===== src/rtl/ldiv_rr_arbiter.sv =====
// ---------------------------------------------------------------------------
// ldiv_rr_arbiter
//
// Round-robin front end that shares one pipelined long divider between
// N_REQ requesters. The divider has a fixed latency, accepts one op per
// cycle and never stalls. This block:
//   - grants at most one requester per cycle (round-robin from pointer),
//   - registers the granted operands onto the divider input bus,
//   - carries a {valid, id, dbz} tag alongside every op in a shift register
//     aligned to the divider latency,
//   - routes the divider result (or a locally generated divide-by-zero
//     result) back to the issuing requester as a one-cycle pulse.
//
// Optional build macro: LDIV_RR_ARBITER_SYNC_CHECK_EN
//   When defined, div_valid_out is compared every cycle with the tag
//   pipeline; a disagreement sets the sticky sync_err and suppresses the
//   response for that cycle. When undefined, sync_err is tied to 0.
//
// Ports:
//   clk, reset          clock, synchronous active-high reset
//   req_valid[N]        per-requester request valid
//   req_ready[N]        one-hot grant (combinational)
//   req_numerator       flattened, requester i at [i*NW +: NW]
//   req_denominator     flattened, requester i at [i*DW +: DW]
//   div_numerator       registered operand to divider
//   div_denominator     registered operand to divider
//   div_valid           registered divider valid_in
//   div_quotient        divider result
//   div_remainder       divider result
//   div_valid_out       divider result valid
//   rsp_valid[N]        one-hot response pulse (no backpressure)
//   rsp_quotient        shared response data
//   rsp_remainder       shared response data
//   rsp_dbz             response was a divide-by-zero
//   sync_err            sticky divider/tag disagreement flag
//
// Handshake: a request transfers on a rising clk edge where req_valid[i]
// and req_ready[i] are both 1. req_valid must not depend on req_ready;
// once asserted, it may be held until the grant arrives. Responses use
// valid only: rsp_valid pulses for exactly one cycle and cannot be
// stalled, so the requester must take the data in that cycle.
// ---------------------------------------------------------------------------
module ldiv_rr_arbiter #(
  parameter int N_REQ             = 4,
  parameter int NUMERATOR_WIDTH   = 24,
  parameter int DENOMINATOR_WIDTH = 20,
  parameter int QUOTIENT_WIDTH    = 24,
  parameter int DIV_LATENCY       = 24
) (
  input  logic                                   clk,
  input  logic                                   reset,
  input  logic [N_REQ-1:0]                       req_valid,
  output logic [N_REQ-1:0]                       req_ready,
  input  logic [N_REQ*NUMERATOR_WIDTH-1:0]       req_numerator,
  input  logic [N_REQ*DENOMINATOR_WIDTH-1:0]     req_denominator,
  output logic [NUMERATOR_WIDTH-1:0]             div_numerator,
  output logic [DENOMINATOR_WIDTH-1:0]           div_denominator,
  output logic                                   div_valid,
  input  logic [QUOTIENT_WIDTH-1:0]              div_quotient,
  input  logic [NUMERATOR_WIDTH-1:0]             div_remainder,
  input  logic                                   div_valid_out,
  output logic [N_REQ-1:0]                       rsp_valid,
  output logic [QUOTIENT_WIDTH-1:0]              rsp_quotient,
  output logic [NUMERATOR_WIDTH-1:0]             rsp_remainder,
  output logic                                   rsp_dbz,
  output logic                                   sync_err
);

  localparam int ID_W  = (N_REQ > 1) ? $clog2(N_REQ) : 1;
  // One stage per divider latency cycle plus the issue-register stage, so
  // the last stage lines up with div_valid_out.
  localparam int DEPTH = DIV_LATENCY + 1;

  // -------------------------------------------------------------------------
  // Round-robin grant
  // -------------------------------------------------------------------------
  logic [ID_W-1:0]              ptr;
  logic [N_REQ-1:0]             grant;
  logic [ID_W-1:0]              grant_id;
  logic                         grant_any;
  logic [ID_W:0]                scan_sum;
  logic [ID_W-1:0]              scan_idx;

  always_comb begin
    grant     = '0;
    grant_id  = '0;
    grant_any = 1'b0;
    scan_sum  = '0;
    scan_idx  = '0;
    for (int off = 0; off < N_REQ; off++) begin
      // Candidate index = (ptr + off) mod N_REQ, using one extra bit so the
      // wrap works for non-power-of-two N_REQ.
      scan_sum = {1'b0, ptr} + (ID_W+1)'(off);
      if (scan_sum >= (ID_W+1)'(N_REQ)) begin
        scan_sum = scan_sum - (ID_W+1)'(N_REQ);
      end
      scan_idx = scan_sum[ID_W-1:0];
      if (!grant_any && req_valid[scan_idx]) begin
        grant_any       = 1'b1;
        grant_id        = scan_idx;
        grant[scan_idx] = 1'b1;
      end
    end
    if (reset) begin
      grant     = '0;
      grant_any = 1'b0;
    end
  end

  assign req_ready = grant;

  // -------------------------------------------------------------------------
  // Operand select for the granted requester
  // -------------------------------------------------------------------------
  logic [NUMERATOR_WIDTH-1:0]   acc_num;
  logic [DENOMINATOR_WIDTH-1:0] acc_den;
  logic                         acc_dbz;

  always_comb begin
    acc_num = '0;
    acc_den = '0;
    for (int i = 0; i < N_REQ; i++) begin
      if (grant[i]) begin
        acc_num = req_numerator[i*NUMERATOR_WIDTH +: NUMERATOR_WIDTH];
        acc_den = req_denominator[i*DENOMINATOR_WIDTH +: DENOMINATOR_WIDTH];
      end
    end
  end

  assign acc_dbz = (acc_den == '0);

  // -------------------------------------------------------------------------
  // Tag pipeline state and response decode
  // -------------------------------------------------------------------------
  logic [DEPTH-1:0]  tag_valid;
  logic [DEPTH-1:0]  tag_dbz;
  logic [ID_W-1:0]   tag_id [DEPTH];
  logic              last_valid;
  logic              last_dbz;
  logic [N_REQ-1:0]  last_onehot;
  logic              emit;

  assign last_valid = tag_valid[DEPTH-1];
  assign last_dbz   = tag_dbz[DEPTH-1];

  always_comb begin
    last_onehot = '0;
    for (int i = 0; i < N_REQ; i++) begin
      if (tag_id[DEPTH-1] == ID_W'(i)) begin
        last_onehot[i] = 1'b1;
      end
    end
  end

`ifdef LDIV_RR_ARBITER_SYNC_CHECK_EN
  // A dbz op never reaches the divider, so only non-dbz tags expect a result.
  logic sync_mismatch;
  assign sync_mismatch = (div_valid_out != (last_valid && !last_dbz));
  assign emit          = last_valid && !sync_mismatch;
`else
  logic unused_div_valid_out;
  assign unused_div_valid_out = div_valid_out;
  assign emit                 = last_valid;
  assign sync_err             = 1'b0;
`endif

  // -------------------------------------------------------------------------
  // Sequential state
  // -------------------------------------------------------------------------
  always_ff @(posedge clk) begin
    if (reset) begin
      ptr             <= '0;
      div_valid       <= 1'b0;
      div_numerator   <= '0;
      div_denominator <= '0;
      tag_valid       <= '0;
      tag_dbz         <= '0;
      rsp_valid       <= '0;
      rsp_quotient    <= '0;
      rsp_remainder   <= '0;
      rsp_dbz         <= 1'b0;
`ifdef LDIV_RR_ARBITER_SYNC_CHECK_EN
      sync_err        <= 1'b0;
`endif
    end else begin
      // Pointer moves just past the winner; holds when nobody is accepted.
      if (grant_any) begin
        ptr <= (grant_id == ID_W'(N_REQ-1)) ? '0 : grant_id + 1'b1;
      end

      // Divide-by-zero ops are answered locally, so the divider operand
      // registers keep their old contents and valid_in stays low.
      div_valid <= grant_any && !acc_dbz;
      if (grant_any && !acc_dbz) begin
        div_numerator   <= acc_num;
        div_denominator <= acc_den;
      end

      // Every cycle shifts; idle cycles push an invalid tag.
      tag_valid <= {tag_valid[DEPTH-2:0], grant_any};
      tag_dbz   <= {tag_dbz[DEPTH-2:0], grant_any && acc_dbz};
      for (int s = DEPTH-1; s > 0; s--) begin
        tag_id[s] <= tag_id[s-1];
      end
      tag_id[0] <= grant_id;

      // Response: data buses only change when a response is emitted.
      rsp_valid <= emit ? last_onehot : '0;
      if (emit) begin
        if (last_dbz) begin
          rsp_quotient  <= '1;
          rsp_remainder <= '0;
          rsp_dbz       <= 1'b1;
        end else begin
          rsp_quotient  <= div_quotient;
          rsp_remainder <= div_remainder;
          rsp_dbz       <= 1'b0;
        end
      end

`ifdef LDIV_RR_ARBITER_SYNC_CHECK_EN
      if (sync_mismatch) begin
        sync_err <= 1'b1;
      end
`endif
    end
  end

endmodule


===== config.mk =====
export PLATFORM = sky130hd
export DESIGN_NAME = ldiv_rr_arbiter
export DESIGN_NICKNAME = d
export VERILOG_FILES = /design/src/rtl/ldiv_rr_arbiter.sv
export SDC_FILE = /design/constraint.sdc
export NUM_CORES = 1
export LEC_CHECK = 0
export BUFFER_PORTS_ARGS = -buffer_cell sky130_fd_sc_hd__buf_2
export CAP_MARGIN = 30
export CORE_MARGIN = 5
export CORE_UTILIZATION = 49
export DETAILED_ROUTE_END_ITERATION = 16
export PLACE_DENSITY = 0.89
export SETUP_SLACK_MARGIN = 0.5
export SYNTH_ARGS = -nofsm -noshare
export SYNTH_HDL_FRONTEND = slang
export SYNTH_SLANG_ARGS = --single-unit

===== constraint.sdc =====
create_clock -name clk -period 4.2 [get_ports clk]
set_input_delay 0 -clock clk [delete_from_list [all_inputs] [get_ports clk]]
set_output_delay 0 -clock clk [all_outputs]
set_load 0.05 [all_outputs]

==> qor.yml <==
hold_path:
  whs_endpoint: "div_numerator[6]"
  holdPathStages: 5
  hold_class: "primary input to flip-flop"
  min_from: "req_numerator[54]"
timing:
  fmax_mhz: 272
  maxSlewHeadroom_pct: 30.6
  fin_worst_skew_ns: 0.0174
  tns_ns: 0
  hold_viol_final: 0
  tightest_slew_ns: 1.04
  finalSetupViolCount: 0
  finalCritPeriodShare_pct: 87.5
  min_period_ns: 3.68
  report.final.slew_viol_count: 0
  rsz0062_at_grt: "false"
cells_and_area:
  finalNetCount: 1515
  syn2layout_area_growth_pct: 47.5
  fill_cells: 1110
  layout-drive-gt1-share_pct: 40.5
pwr:
  total_power_mw: 8.07
  p_per_area_mw_per_mm2: 642
  p_leak_nw: 5.38
  ir_drop_mv: 0.551
global_routing:
  grt_pass1_wl_um: 47600
  grt_pass1_vias: 8678
  overflow: 0
  antenna_found_initial: 0
  grt_usage_pct: 29.6
  grt_max_degree: 106
synth:
  async_reset_ff_share_pct: 0
  synth_area_mm2: 0.00853
  synth.net_count: 1088
  synth_edf_count: 50
  synth.most_common_cell: "dfxtp_1"
  netlist_instances: 850
  synth_area_per_cell_um2: 10.0
  yosysTopAreaCellShare_pct: 35.2
  synth_top_area_cell: "dfxtp_1"
  synth_area_leaders: "dfxtp_1, edfxtp_1, a21oi_1, nor2b_1, nor2_1"
  seq_area_frac_synth_pct: 52.8
  synth_common_cells: "dfxtp_1, a21oi_1, nor2_1"
  synth-warning-count: 0
  ys_ff_latch: 200
  synth_cell_type_count: 70
  ys.flop_type: "dfxtp_1"
clock_network:
  cts_tree: "done"
  clock-sinks: 200
  clock_latency_ns: 0.44
  h-tree-depth: 4
  clockBufferDepth: 2
  cts-buffers-inserted: 17
  cts_root_buf: "clkbuf_16"
  clk_pin_slew_worst_paths_ns: 0.09
routing:
  wl_per_cell_um: 21.1
  finalWirelength_um: 32000
  first_iter_violations: 796
  antenna_left: 0
  dr_total_vias: 9081
  highest_layer: "met4"
  drc_errors: 0
  wl_met2_um: 15100
  wl_met1_um: 11600
  first_pass_iters: 6
  route.met3.wl_um: 3530
  viasPerCell: 5.99
critical_path:
  cp-start-kind: "flip-flop"
  crit_type: "flip-flop to flip-flop"
  r2r-end: "div_denominator[1]"
  ff2ff_setup_slack_ns: 0.52
  path_max_fanout: 25
  required_ns: 4.53
  critPathArrivalTime_ns: 4.01
  crit_path_end_kind: "flip-flop"
  r2r_cells: 16
placed_design:
  port_buffers: 331
  gp_congestion: 0.943
  hpwl_um: 18400
floorplanning:
  die_area_mm2: 0.0201
  num_rows: 48
  core_area_mm2: 0.0172
  pin_count: 334
  die_h_um: 142
  start_util_pct: 49.6
  dieWidth_um: 142
flow_run:
  drv_cap: 0
run_status:
  status: "finished clean"
==> worst max-delay path, stage by stage, from the launching register on <==
cell and delay (ns):
dfxtp_4 0.36, buf_4 0.17, ha_1 0.24, nor2b_1 0.14
o2bb2ai_1 0.16, a2111oi_4 0.42, a2bb2oi_4 0.19, buf_4 0.14
buf_2 0.23, o211ai_1 0.13, a311oi_1 0.40, buf_4 0.21
nor4_4 0.06, nand4_4 0.13, buf_8 0.23, nor4b_1 0.08
a211o_1 0.27
==> logic make-up after synthesis <==
family / after synthesis / share of synthesized area [%]
other: 1 / 0.0440
muxes: 8 / 1.35
DFF: 200 / 52.8
and+or+nand+nor: 272 / 17.2
adders and majority gates: 7 / 1.03
buffers and inverters: 87 / 5.17
AOI/OAI and AO/OA: 274 / 22.3
xor gates and xnor gates: 1 / 0.103
==> flip-flops by register name, indices dropped and copies added, names as in the netlist, named ones only <==
register and flops:
div_denominator 20, div_numerator 24, div_valid 1, ptr 1
rsp_dbz 1, rsp_quotient 24, rsp_remainder 24, rsp_valid 4
tag_dbz 25, tag_id 50, tag_valid 25
==> layout make-up <==
| type | count | area [um2] | share of cell area, % |
|---|---|---|---|
| Antenna cell | 1 | 2.50 | 0.0199 |
| Inverter | 7 | 28.8 | 0.229 |
| Tap cell | 225 | 282 | 2.24 |
| Clock buffer | 17 | 425 | 3.38 |
| Sequential cell | 200 | 4510 | 35.9 |
| Multi-Input combinational cell | 565 | 3830 | 30.5 |
| Clock inverter | 15 | 239 | 1.90 |
| Timing Repair Buffer | 486 | 3250 | 25.9 |
==> how the worst max path moves through the flow <==
stage                          end  cells past startpoint
6_report        div_denominator[1]                     16
5_1_grt         div_denominator[1]                     16
4_1_cts         div_denominator[6]                     17
3_5_place_dp   div_denominator[18]                     15
3_3_place_gp   div_denominator[14]                     15
2_1_floorplan    div_numerator[14]                     19
==> power breakdown <==
group	switching, mW	leakage [nW]	internal (mW)
clock	0.898	0.318	0.859
sequential	0.134	1.71	2.23
combinational	2.48	3.35	1.47
==> layer usage <==
layer  track usage (%)  vias to the layer above
met4              14.0                        0
li1                  -                     3980
met2              48.6                      752
met3              7.28                      178
met1              36.7                     4171
met5                 0                        -
==> per-stage QoR <==
stage / cell area [um2] / std cells / hold WS [ns] / utilization (%) / setup slack, ns
2_1_floorplan: 8550 / 850 / 0.119 / - / 0.520
3_3_place_gp: 10300 / 1348 / 0.225 / 59.9 / 0.299
3_5_place_dp: 10300 / 1348 / 0.237 / 59.9 / 0.171
4_1_cts: 12200 / 1498 / 0.00477 / 71.3 / 0.505
5_1_grt: 12600 / 1515 / 0.0475 / 73.2 / 0.432
6_report: 12600 / 1516 / 0.0330 / 73.2 / 0.523
==> layout by cell type (no fill, tap or decap), types with 5 or more instances in the layout <==
cell | synthesis | final
nor3_1 | 29 | 29
a21oi_2 | 15 | 17
a221oi_1 | 29 | 27
buf_12 | 0 | 6
edfxtp_1 | 50 | 50
o211ai_1 | 26 | 26
nor2_1 | 87 | 85
clkinv_8 | 0 | 5
ha_1 | 7 | 6
buf_2 | 16 | 331
a311oi_2 | 0 | 14
nor2b_1 | 76 | 75
o21ai_2 | 14 | 14
o31ai_1 | 25 | 18
nor4_1 | 6 | 6
a21oi_1 | 102 | 98
nand2_1 | 26 | 26
buf_6 | 10 | 7
buf_4 | 5 | 41
dfxtp_1 | 150 | 147
o22ai_1 | 24 | 24
o31ai_2 | 0 | 7
nand3_1 | 12 | 12
clkbuf_16 | 0 | 19
dlygate4sd3_1 | 0 | 95
inv_12 | 0 | 6
==> repair_timing <==
item | in CTS | in global routing
hold endpoints to repair | 93 | 0
hold buffers | 95 | 0
endpoints found under the setup margin | 46 | 46
pin swaps | 9 | 15
setup buffers | 19 | 14
cloned | 4 | 3
resized for setup | 28 | 38
No activity file was read; power rests on OpenSTA's default activity.
